--- src/rtl/bin_to_excess3_sequencer.sv ---
`default_nettype none
// ============================================================================
// Module      : bin_to_excess3_sequencer
// Description : Multi-cycle binary to excess-3 converter. A shift-and-add-3
//               pass builds the BCD digits, then one shared 4-bit +3 adder
//               encodes one digit per cycle. Valid/ready on both sides.
// Revision    : 1.0 - initial release
// ============================================================================
module bin_to_excess3_sequencer #(
    parameter int BIN_W  = 8,
    parameter int DIGITS = 3
) (
    input  logic                  clk,
    input  logic                  rst_n,
    input  logic                  in_valid,
    output logic                  in_ready,
    input  logic [BIN_W-1:0]      bin_in,
    output logic                  out_valid,
    input  logic                  out_ready,
    output logic [4*DIGITS-1:0]   ex3_out,
    output logic                  busy
);

    // ------------------------------------------------------------------------
    // Constants
    // ------------------------------------------------------------------------
    localparam int c_bcd_w = 4 * DIGITS;
    localparam int c_cnt_w = $clog2(BIN_W + 1);
    localparam int c_idx_w = (DIGITS > 1) ? $clog2(DIGITS) : 1;

    localparam logic [c_cnt_w-1:0] c_cnt_load = c_cnt_w'(BIN_W);
    localparam logic [c_cnt_w-1:0] c_cnt_one  = c_cnt_w'(1);
    localparam logic [c_idx_w-1:0] c_idx_last = c_idx_w'(DIGITS - 1);
    localparam logic [c_idx_w-1:0] c_idx_one  = c_idx_w'(1);

    // True when DIGITS decimal digits can represent every BIN_W-bit value.
    function automatic bit f_digits_ok(input int bin_w, input int digits);
        logic [255:0] pow10;
        pow10 = 256'd1;
        for (int i = 0; i < digits; i++) begin
            pow10 = pow10 * 256'd10;
        end
        return pow10 > (256'd1 << bin_w);
    endfunction

    if (!f_digits_ok(BIN_W, DIGITS)) begin : g_param_check
        $error("bin_to_excess3_sequencer: DIGITS too small for BIN_W");
    end

    // ------------------------------------------------------------------------
    // State encoding
    // ------------------------------------------------------------------------
    typedef enum logic [1:0] {
        ST_IDLE    = 2'd0,
        ST_CONVERT = 2'd1,
        ST_ENCODE  = 2'd2,
        ST_DONE    = 2'd3
    } state_t;

    state_t                 r_state;
    logic [BIN_W-1:0]       r_shift;
    logic [c_bcd_w-1:0]     r_bcd;
    logic [c_cnt_w-1:0]     r_cnt;
    logic [c_idx_w-1:0]     r_idx;
    logic [c_bcd_w-1:0]     r_ex3;

    logic [c_bcd_w-1:0]     w_bcd_adj;
    logic [c_bcd_w-1:0]     w_bcd_next;
    logic                   w_unused_bcd_msb;
    logic [3:0]             w_sel_bcd;
    logic [3:0]             w_enc_sum;

    // ------------------------------------------------------------------------
    // Add-3 correction: every digit >= 5 is bumped before the shift so that
    // doubling carries correctly into the next decimal digit.
    // ------------------------------------------------------------------------
    for (genvar g = 0; g < DIGITS; g++) begin : g_digit_adj
        logic [3:0] w_dig;
        assign w_dig                  = r_bcd[4*g +: 4];
        assign w_bcd_adj[4*g +: 4]    = (w_dig >= 4'd5) ? (w_dig + 4'd3) : w_dig;
    end

    // The adjusted top bit always shifts out as zero for legal parameters.
    assign {w_unused_bcd_msb, w_bcd_next} = {w_bcd_adj, r_shift[BIN_W-1]};

    // Single shared encoder adder; BCD digits are <= 9 so the sum never wraps.
    assign w_sel_bcd = r_bcd[4*r_idx +: 4];
    assign w_enc_sum = w_sel_bcd + 4'd3;

    // ------------------------------------------------------------------------
    // Handshake and status decode from the registered state only.
    // ------------------------------------------------------------------------
    assign in_ready  = (r_state == ST_IDLE);
    assign out_valid = (r_state == ST_DONE);
    assign busy      = (r_state != ST_IDLE);
    assign ex3_out   = r_ex3;

    // Conversion sequencer: accept, double-dabble, per-digit encode, hand off.
    always_ff @(posedge clk or negedge rst_n) begin
        if (!rst_n) begin
            r_state <= ST_IDLE;
            r_shift <= '0;
            r_bcd   <= '0;
            r_cnt   <= '0;
            r_idx   <= '0;
            r_ex3   <= '0;
        end else begin
            case (r_state)
                ST_IDLE: begin
                    if (in_valid) begin
                        r_shift <= bin_in;
                        r_bcd   <= '0;
                        r_cnt   <= c_cnt_load;
                        r_state <= ST_CONVERT;
                    end
                end

                ST_CONVERT: begin
                    r_bcd   <= w_bcd_next;
                    r_shift <= r_shift << 1;
                    r_cnt   <= r_cnt - c_cnt_one;
                    if (r_cnt == c_cnt_one) begin
                        r_idx   <= '0;
                        r_state <= ST_ENCODE;
                    end
                end

                ST_ENCODE: begin
                    r_ex3[4*r_idx +: 4] <= w_enc_sum;
                    r_idx               <= r_idx + c_idx_one;
                    if (r_idx == c_idx_last) begin
                        r_state <= ST_DONE;
                    end
                end

                ST_DONE: begin
                    if (out_ready) begin
                        r_state <= ST_IDLE;
                    end
                end

                default: begin
                    r_state <= ST_IDLE;
                end
            endcase
        end
    end

endmodule
`default_nettype wire

--- config.mk ---
export PLATFORM = sky130hd
export DESIGN_NAME = bin_to_excess3_sequencer
export DESIGN_NICKNAME = d
export VERILOG_FILES = /design/src/rtl/bin_to_excess3_sequencer.sv
export SDC_FILE = /design/constraint.sdc
export NUM_CORES = 1
export LEC_CHECK = 0
export ABC_AREA = 1
export BUFFER_PORTS_ARGS = -buffer_cell sky130_fd_sc_hd__buf_2
export CAP_MARGIN = 20
export CORE_MARGIN = 2
export CORE_UTILIZATION = 57
export CTS_CLUSTER_SIZE = 20
export DETAILED_ROUTE_END_ITERATION = 8
export PLACE_DENSITY = 0.79
export SKIP_CTS_REPAIR_TIMING = 1
export SYNTH_ARGS = -nofsm -noshare
export SYNTH_HDL_FRONTEND = slang
export SYNTH_SLANG_ARGS = --single-unit
--- constraint.sdc ---
create_clock -name clk -period 2.04 [get_ports clk]
set_input_delay 0.306 -clock clk [delete_from_list [all_inputs] [get_ports clk]]
set_output_delay 0.306 -clock clk [all_outputs]
set_load 0.01 [all_outputs]
==> flow_metrics.env <==
export IMPL_rsz0062_at_grt="no"
export IMPL_cts_made_buffers=5
export IMPL_status="complete, no violations"
export IMPL_synth_edf_count=0
export IMPL_yosysTopAreaCell="dfrtp_1"
export IMPL_grt_pass1_vias=1808
export IMPL_powerDensity_nw_per_um2=1460
export IMPL_skew_ns=0.00368
export IMPL_post_synth_top_count_cell="nand2_1"
export IMPL_critical_path_arrival_ns=1.99
export IMPL_n_antenna_cell=0
export IMPL_ir_worst_vdd_mv=0.747
export IMPL_die_area_um2=4400
export IMPL_core_um2=3690
export IMPL_avgViaCountPerCell=5.26
export IMPL_tightest_slew_ns=0.498
export IMPL_cts_root_buf="clkbuf_8"
export IMPL_synthCells=260
export IMPL_synthTopCellsByCount="59 x nand2_1, 40 x dfrtp_1, 31 x inv_1"
export IMPL_cts_buffer_depth=2
export IMPL_dr_pass1_iters=5
export IMPL_htreeDepth=2
export IMPL_tns_ns=0
export IMPL_timing_rr_start="r_state[1]"
export IMPL_grt_pass1_wl_um=7690
export IMPL_die_height_um=66.4
export IMPL_avgRoutedWirePerCell_um=12.7
export IMPL_track_usage_pct=22.9
export IMPL_synth_area_leaders="dfrtp_1 45%, nand2_1 10%, ha_1 9.6%"
export IMPL_syn2layout_area_growth_pct=13.4
export IMPL_r2r_slack_ns=0.27
export IMPL_slew_violations=0
export IMPL_fmax_mhz=563
export IMPL_cp_required_ns=2.25
export IMPL_finalSetupViolCount=0
export IMPL_rr_endpoint="r_shift[6]"
export IMPL_synth_area_per_cell_um2=8.52
export IMPL_hp_class="in -> async"
export IMPL_synth_area_um2=2220
export IMPL_synth_async_reset_ratio_pct=100
export IMPL_ys_seq_area_share_pct=45.2
export IMPL_antenna_found_initial=0
export IMPL_grt_overflow=0
export IMPL_endpoint="r_shift[6]"
export IMPL_maxCapViolCount=0
export IMPL_post_route_period_util_pct=87.0
export IMPL_crit_start="r_state[1]"
export IMPL_worstSetupPathType="reg -> reg"
export IMPL_fin_crit_ns=1.77
export IMPL_netlist_area_leader_share_pct=45.2
export IMPL_grt_max_degree=41
export IMPL_dp_hpwl_um=3250
export IMPL_final_util_pct=68.1
export IMPL_clk_pin_slew_ns=0.08
export IMPL_pin_count=27
export IMPL_worstPathMaxFanout=14
export IMPL_io_buffers=26
export IMPL_hold_viol_final=0
export IMPL_drtIter0Drc=97
export IMPL_drive_above_1_share_pct=21.0
export IMPL_initial_core_util_pct=60.1
export IMPL_nets=323
export IMPL_yosys_warnings=0
export IMPL_syn_nets=289
export IMPL_synth_ff_type="dfrtp_1"
export IMPL_cp_end_kind="flop"
export IMPL_leakagePower_uw=0.00126
export IMPL_drt_total_wl_um=4360
export IMPL_ys_types=35
export IMPL_gp_congestion=0.841
export IMPL_route_detailed_drc=0
export IMPL_startpoint_type="flop"
export IMPL_ys_ff_latch=40
export IMPL_clk_latency_ns=0.29
export IMPL_clock_sinks=40
export IMPL_fillers=324
export IMPL_placementRows=22
export IMPL_cts_tree="built"
export IMPL_r2r_cells=9
export IMPL_slew_headroom_pct=66.8
export IMPL_die_width_um=66.4
export IMPL_ant_nets=0
export IMPL_num_vias=1803
[layer usage]
| metal | wire length, µm | track usage (%) |
|---|---|---|
| met5 | 0 | 0 |
| met2 | 2120 | 40.5 |
| met3 | 220 | 5.28 |
| met4 | 59 | 7.91 |
| met1 | 1950 | 27.0 |
[kinds of logic after synthesis]
group	synth area share [%]
simple gates	21.0
xor+xnor	1.19
compound gates	14.9
fa+ha+maj	9.60
flops	45.2
buf+inv	8.13
[worst max-delay path: stages (launching register included)]
cell     delay [ns]
dfrtp_1        0.40
inv_1          0.10
ha_1           0.23
inv_2          0.08
nor2_4         0.21
inv_2          0.06
nand2_2        0.23
buf_4          0.22
nor2_1         0.05
a31oi_1        0.12
[cell usage in the layout, fill, tap and decap left out, types with 2 or more instances in the layout]
cell | Yosys | final
buf_2 | 2 | 26
nand4_1 | 2 | 2
o32ai_1 | 4 | 4
nor2_2 | 2 | 2
clkbuf_8 | 0 | 6
nor2_1 | 12 | 12
o22ai_1 | 3 | 3
nor3_1 | 3 | 3
inv_2 | 6 | 6
ha_1 | 17 | 17
o21ai_1 | 13 | 13
xor2_1 | 2 | 2
nand2_2 | 6 | 6
nand2_1 | 59 | 59
inv_1 | 31 | 31
o211ai_1 | 2 | 2
a21oi_1 | 9 | 9
buf_4 | 1 | 4
nand3_1 | 12 | 12
o21ai_0 | 19 | 19
dfrtp_1 | 40 | 40
[power breakdown]
group,internal (µW),leakage [µW],switching [µW]
sequential,1090,0.000528,191
combinational,668,0.000685,1170
clock,275,0.0000445,268
[sequential cells by signal (all words and copies together) (netlist names)]
register  flops
r_bcd        12
ex3_out      12
r_cnt         4
r_idx         2
r_state       2
r_shift       8
[worst min-delay path by stage]
stage / cells past startpoint / slack [ns] / start / end
2_1_floorplan: 0 / 0.01 / rst_n / ex3_out[0]
3_3_place_gp: 2 / 0.39 / rst_n / r_bcd[3]
3_5_place_dp: 2 / 0.39 / rst_n / r_bcd[4]
4_1_cts: 2 / 0.08 / rst_n / ex3_out[10]
5_1_grt: 2 / 0.12 / rst_n / r_bcd[4]
6_report: 2 / 0.06 / rst_n / r_bcd[7]
[area by class of cell]
class                   instances  area [µm²]  area share [%]
clock buffers                   7        86.3            3.44
clock inverters                 1        7.51           0.299
inverters                      39         163            6.47
multi-input cells             178        1030            41.2
flip-flops and latches         40        1000            39.8
well taps                      48        60.1            2.39
repair buffers                 30         160            6.37
[metrics by stage]
stage | power (µW) | cells | hold WS [ns] | cell area (µm²) | setup slack (ns)
detailed placement | 3130 | 335 | 0.392 | 2420 | 0.277
CTS | 3690 | 343 | 0.0836 | 2510 | 0.258
global placement | 3050 | 335 | 0.390 | 2420 | 0.366
global route | 4010 | 343 | 0.122 | 2510 | 0.0627
finish | 3660 | 343 | 0.0632 | 2510 | 0.265
floorplan | 2640 | 260 | 0.0104 | 2220 | 0.454
(Power assumes the default switching activity.)
